### config.mk
export PLATFORM = sky130hd
export DESIGN_NAME = seq_mult_signed
export DESIGN_NICKNAME = d
export VERILOG_FILES = /design/src/rtl/seq_mult_signed.sv
export SDC_FILE = /design/constraint.sdc
export NUM_CORES = 1
export LEC_CHECK = 0
export ABC_AREA = 1
export BUFFER_PORTS_ARGS = -buffer_cell sky130_fd_sc_hd__buf_2
export CORE_MARGIN = 10
export CORE_UTILIZATION = 60
export DETAILED_ROUTE_END_ITERATION = 10
export GPL_ROUTABILITY_DRIVEN = 0
export GPL_TIMING_DRIVEN = 0
export PLACE_DENSITY = 0.8
export SETUP_SLACK_MARGIN = 0.15
export SYNTH_ARGS = -nofsm -noshare
export SYNTH_HDL_FRONTEND = slang
export SYNTH_SLANG_ARGS = --single-unit
### constraint.sdc
create_clock -name clk -period 2 [get_ports clk]
set_input_delay 0.1 -clock clk [delete_from_list [all_inputs] [get_ports clk]]
set_output_delay 0.1 -clock clk [all_outputs]
set_load 0.1 [all_outputs]
### src/rtl/seq_mult_signed.sv
// seq_mult_signed: early-terminating shift-add multiplier, signed or unsigned, start/busy/done handshake
module seq_mult_signed #(
  parameter int WIDTH  = 8,
  parameter bit SIGNED = 1'b1
) (
  input  logic               clk,
  input  logic               rst,
  input  logic               start,
  input  logic [WIDTH-1:0]   mp,
  input  logic [WIDTH-1:0]   mc,
  output logic               busy,
  output logic               done,
  output logic [2*WIDTH-1:0] product,
  output logic               neg
);
  typedef enum logic [1:0] {IDLE, RUN, FIN} state_t;
  state_t state;
  logic [WIDTH-1:0] mpr, mp_mag, mc_mag;
  logic [2*WIDTH-1:0] mcd, acc, res;
  logic s;
  always_comb begin
    mp_mag = (SIGNED && mp[WIDTH-1]) ? -mp : mp;
    mc_mag = (SIGNED && mc[WIDTH-1]) ? -mc : mc;
    res = s ? -acc : acc;
  end
  always_ff @(posedge clk) begin
    if (rst) begin
      state <= IDLE;
      busy <= 1'b0;
      done <= 1'b0;
      product <= '0;
      neg <= 1'b0;
      mpr <= '0;
      mcd <= '0;
      acc <= '0;
      s <= 1'b0;
    end else begin
      done <= 1'b0;
      case (state)
        IDLE: if (start) begin
          mpr <= mp_mag;
          mcd <= {{WIDTH{1'b0}}, mc_mag};
          s <= SIGNED && (mp[WIDTH-1] ^ mc[WIDTH-1]);
          acc <= '0;
          busy <= 1'b1;
          state <= RUN;
        end
        RUN: if (mpr == '0) state <= FIN;
        else begin
          if (mpr[0]) acc <= acc + mcd;
          mcd <= mcd << 1;
          mpr <= mpr >> 1;
          if (mpr[WIDTH-1:1] == '0) state <= FIN;
        end
        FIN: begin
          product <= res;
          neg <= SIGNED && res[2*WIDTH-1];
          done <= 1'b1;
          busy <= 1'b0;
          state <= IDLE;
        end
        default: state <= IDLE;
      endcase
    end
  end
endmodule

**After elaboration in Yosys (flattened, before gate mapping)**

Index checks and enable logic that the tools add are counted.
Widths: inputs -> output; s select.

- Memories kept: 0
- Memory bits (read-only): 0
- Bits in registers: 62
- Latch bits: 0
- RAM bits: 0

- Reduce and logical (&&, ||, !) cells: 10
- Order comparisons: 0
- Shifts and indexed selects: 0
- Multiplexer cells: 20
- Bitwise operators: 1
- Add/subtract/negate cells: 4
- Multipliers: 0
- Equal/unequal tests: 6
- Div/mod/pow operators: 0

Operators by type and width:

| kind | number |
|---|---|
| $mux 16 | 6 |
| $pmux 16 s2 | 2 |
| $mux 8 | 4 |
| $add 16x16->16 | 1 |
| $neg 16->16 | 1 |
| $neg 8->8 | 2 |
| $pmux 8 s2 | 1 |
| $logic_not 8->1 | 1 |
| $logic_not 7->1 | 1 |
| $mux 2 | 3 |
| $ne 2x2->1 const B | 3 |
| $reduce_and 2->1 | 3 |
| $pmux 2 s2 | 1 |
| $reduce_and 4->1 | 1 |
| $reduce_bool 2->1 | 2 |
| $ne 3x3->1 const B | 1 |
| $reduce_and 3->1 | 1 |
| $eq 2x1->1 const B | 1 |
| $eq 2x2->1 const B | 1 |
| $logic_not 2->1 | 1 |
| $mux 1 | 2 |
| $pmux 1 s2 | 1 |
| $xor 1x1->1 | 1 |

**Logic depth before layout (Yosys ltp)**

- Depth in word-level cells: 4
- Mapped depth: 11

**Worst setup path after synthesis**

Ideal clock, no wire load.

- Kind: reg-to-reg
- Start: register mcd[2]
- End: register acc[5]
- Setup time: 112 ps
- Path buffers: 0
- Required time: 1888 ps
- Setup slack: 427 ps
- Clock period less this slack: 1573 ps
- Data arrival time: 1461 ps
- Cell stages (with the launch flop): 8
- Cells stage by stage: dfxtp_1 -> ha_1 -> or2_2 -> nand3b_1 -> nand2_1 -> or2_2 -> nand3_1 -> nand2_1

- Word-level cells in the longest chain between the ends: 4

RTL lines:

| what | line | RTL |
|---|---|---|
| from (decl) | 19 | `logic [2*WIDTH-1:0] mcd, acc, res;` |
| from (signal assigned) | 42 | `mcd <= {{WIDTH{1'b0}}, mc_mag};` |
| from (signal assigned) | 51 | `mcd <= mcd << 1;` |
| $add 16x16->16 | 50 | `if (mpr[0]) acc <= acc + mcd;` |
| $mux 16 | 50 |  |
| $mux 16 | 48 | `RUN: if (mpr == '0) state <= FIN;` |
| $pmux 16 s2 | 39 | `case (state)` |
| to (signal assigned) | 50 |  |
| to (decl) | 19 |  |

No other way between the ends. The select of a mux whose other input is x is not followed.
A chain may end at the register's enable or synchronous reset.

**Worst setup path in the final report**

Same ends and word-level chain as after synthesis.

==> metrics <==
run status completed; post-cts resize count 0; # hold bufs at CTS 0; io pins 38; CTS Sinks 61; Synth Area in Adders between 6 and 7%; initial antenna violation count 0; worst-skew pair later-pin latency about 0.35 ns; post-route minimum period roughly 1.7 ns; Fin Clk Skew ~0.012 ns; core area around 0.0065 mm2; total CTS buffers 9; cells after synthesis 652; CP bufs+invs 0; Static Leak roughly 2.4 nW; Root Buffer Master clkbuf_8; die footprint about 0.010 mm2; most frequent cells in the layout 201 x nand2_1, 84 x inv_1, 77 x nor2_1, 60 x dfxtp_1, 47 x nand3_1; Net Sw Power ~1.3 mW; Vias between 4000 and 5000; most common cell after layout, fill and taps aside nand2_1; Worst Setup Path Type register to register; Max stage delay on crit path ~0.36 ns; #FFs+latches synth a little over 60; first-pass GRT wire length 17600 um; Core Rows 29; crit end category register; Antenna diodes 0; Synth async-reset ratio 0%; register area share after synthesis between 30% and 40%; htree depth 3; Worst EP arrival 1.96 ns; Yosys Warn Count 0; Placed Area around 0.0044 mm2; FF/Latch Area 0.00122 mm2; WL final approximately 10000 um; Syn Nets roughly 700; largest net degree at the start of global routing 11; Final Hold Vio Count 0; syn_area_per_cell around 6.2 um2; Slew headroom 56.7%; WL/cell between 10 and 15 um; final worst-path cycle share roughly 86%; Global Route Usage Sum roughly 21%; Max Root-Sink Buffers 2; critical-path cell list ha_1 > or2_2 > nand3b_1 > nand2_1 > or2_2 > nand3_1 > nand2_1; final instance area 0.00458 mm2; simple-gate portion of the synthesized area approximately 40%; main combinational cell family by area after synthesis simple AND/OR/NAND/NOR gates; router iterations before antenna repair 5; P per Cell Area 808 mW/mm2; Setup-failing EPs final 0; fmax about 0.58 GHz; Critical Path Fanout Max 4; Initial Utilization 63.0%; slowest CP cell ha_1; Least-Margin Pin Slew roughly 0.65 ns; family with the most delay on the worst path simple AND/OR/NAND/NOR gates; Primary FF master, synth dfxtp_1; nets approximately 740; Final TNS setup 0 ns; Setup Buffers After CTS 0; sequential share of power ~37%; multi-input logic area 0.00240 mm2; Syn Std Cell Area a little over 0.004 mm2; clock network fraction of total power between 30 and 40%; global route total overflow 0; CP Data Required Time around 2.3 ns; routed vias/inst ~5.4; Die W between 100 and 150 um; clock transition at the registers of the reported paths about 0.070 ns; Die H between 100 and 150 um; Worst Setup Start Kind register; Slew Limit Fails 0; Area growth, synth to finish 12.5%; Int Pwr around 2.4 mW; port buffer count 37; Max IR drop VDD 0.682 mV; DRT antenna net count 0; HPWL Detailed just over 8000 um; Remaining DRCs 0; number of global-route vias before repair 3947; combinational power share between 20 and 30%; Post-Synth XOR/XNOR Area 2.15%; CTS tree done; maxcap violations 0; Hold Path Class input pin to register; EDFF count, synth 0; Sw Ratio between 30 and 40%; unique cell type count in the Yosys netlist 36; RSZ-0062 raised after global routing false; Fillers 569; Synth Area in Compound Gates a little under an eighth; mux contribution to synthesized area 0%; First DRT Iteration DRCs about 260; layout cells sized above 1 13.1%
-- per-stage QoR --
| stage | setup WS (ns) | total power [mW] | std cells | utilization [%] | hold WS [ns] |
|---|---|---|---|---|---|
| 6_report | 0.282 | 3.70 | 781 | 70.9 | 0.0311 |
| 5_1_grt | 0.176 | 3.88 | 781 | 70.9 | 0.0422 |
| 4_1_cts | 0.166 | 3.69 | 781 | 70.7 | 0.0271 |
| 3_5_place_dp | 0.188 | 2.49 | 766 | 67.4 | 0.389 |
| 3_3_place_gp | 0.187 | 2.46 | 766 | 67.4 | 0.379 |
| 2_1_floorplan | 0.427 | 2.24 | 652 | - | 0.243 |
-- worst reg2reg max path, stage by stage, from the launching register on --
cell      delay, ns
dfxtp_1        0.35
ha_1           0.36
or2_2          0.31
nand3b_1       0.09
nand2_1        0.10
or2_2          0.28
nand3_1        0.07
nand2_1        0.06
-- area by class of cell --
type | instances | share of cell area [%]
buffer | 21 | 2.71
inverter | 88 | 7.32
clock buffer | 10 | 3.01
timing repair buffer | 37 | 4.04
sequential | 61 | 26.7
clock inverter | 5 | 1.64
tap | 77 | 2.10
multi-input combinational | 482 | 52.5
-- power groups by stage --
stage               logic, mW  clock network [mW]  registers [mW]
global route             1.22                1.27            1.39
global placement         1.05                   0            1.41
detailed placement       1.08                   0            1.41
CTS                      1.09                1.22            1.38
floorplan               0.716                   0            1.53
finish                   1.10                1.22            1.38
-- sequential cells by signal, indices dropped and copies added (netlist names) --
signal / flops
product: 16
busy: 1
mpr: 8
state: 2
s: 1
acc: 16
done: 1
mcd: 16
-- logic make-up after synthesis --
kind of cell,Yosys count
AOI/OAI and AO/OA,87
adders and majority gates,19
buffers and inverters,109
and+or+nand+nor,366
DFF,61
xor gates and xnor gates,10
-- final timing paths --
path	from	to	slack, ns	depth (start not counted)
setup / recovery	mcd[2]	acc[5]	0.28	7
hold / removal	mc[0]	mcd[0]	0.03	3
setup reg to reg	mcd[2]	acc[5]	0.28	7
hold reg to reg	busy	busy	0.47	2
-- cells in the mapped netlist, drive strengths merged (2+ instances only) --
library cell,count,area share (%)
ha,18,5.5
o22ai,2,0.31
nand3b,8,1.5
buf,13,2.3
dfxtp,61,30
nand3,53,7.2
nor2,80,7.7
or2,4,0.61
nand4,7,1.1
o211ai,2,0.37
inv,88,8.2
clkbuf,8,0.74
o21ai,33,4.1
nand2,205,20
nor3,8,1.1
a21oi,49,6.4
xor2,10,2.2
-- routing by layer --
metal / wire length [um] / GRT usage (%) / share of wire [%]
met3: 617 / 4.25 / 5.9
met2: 5040 / 35.6 / 48
met5: 0 / 0 / 0
met1: 4470 / 23.9 / 43
met4: 359 / 11.1 / 3.4
No activity file was read; power rests on OpenSTA's default activity.
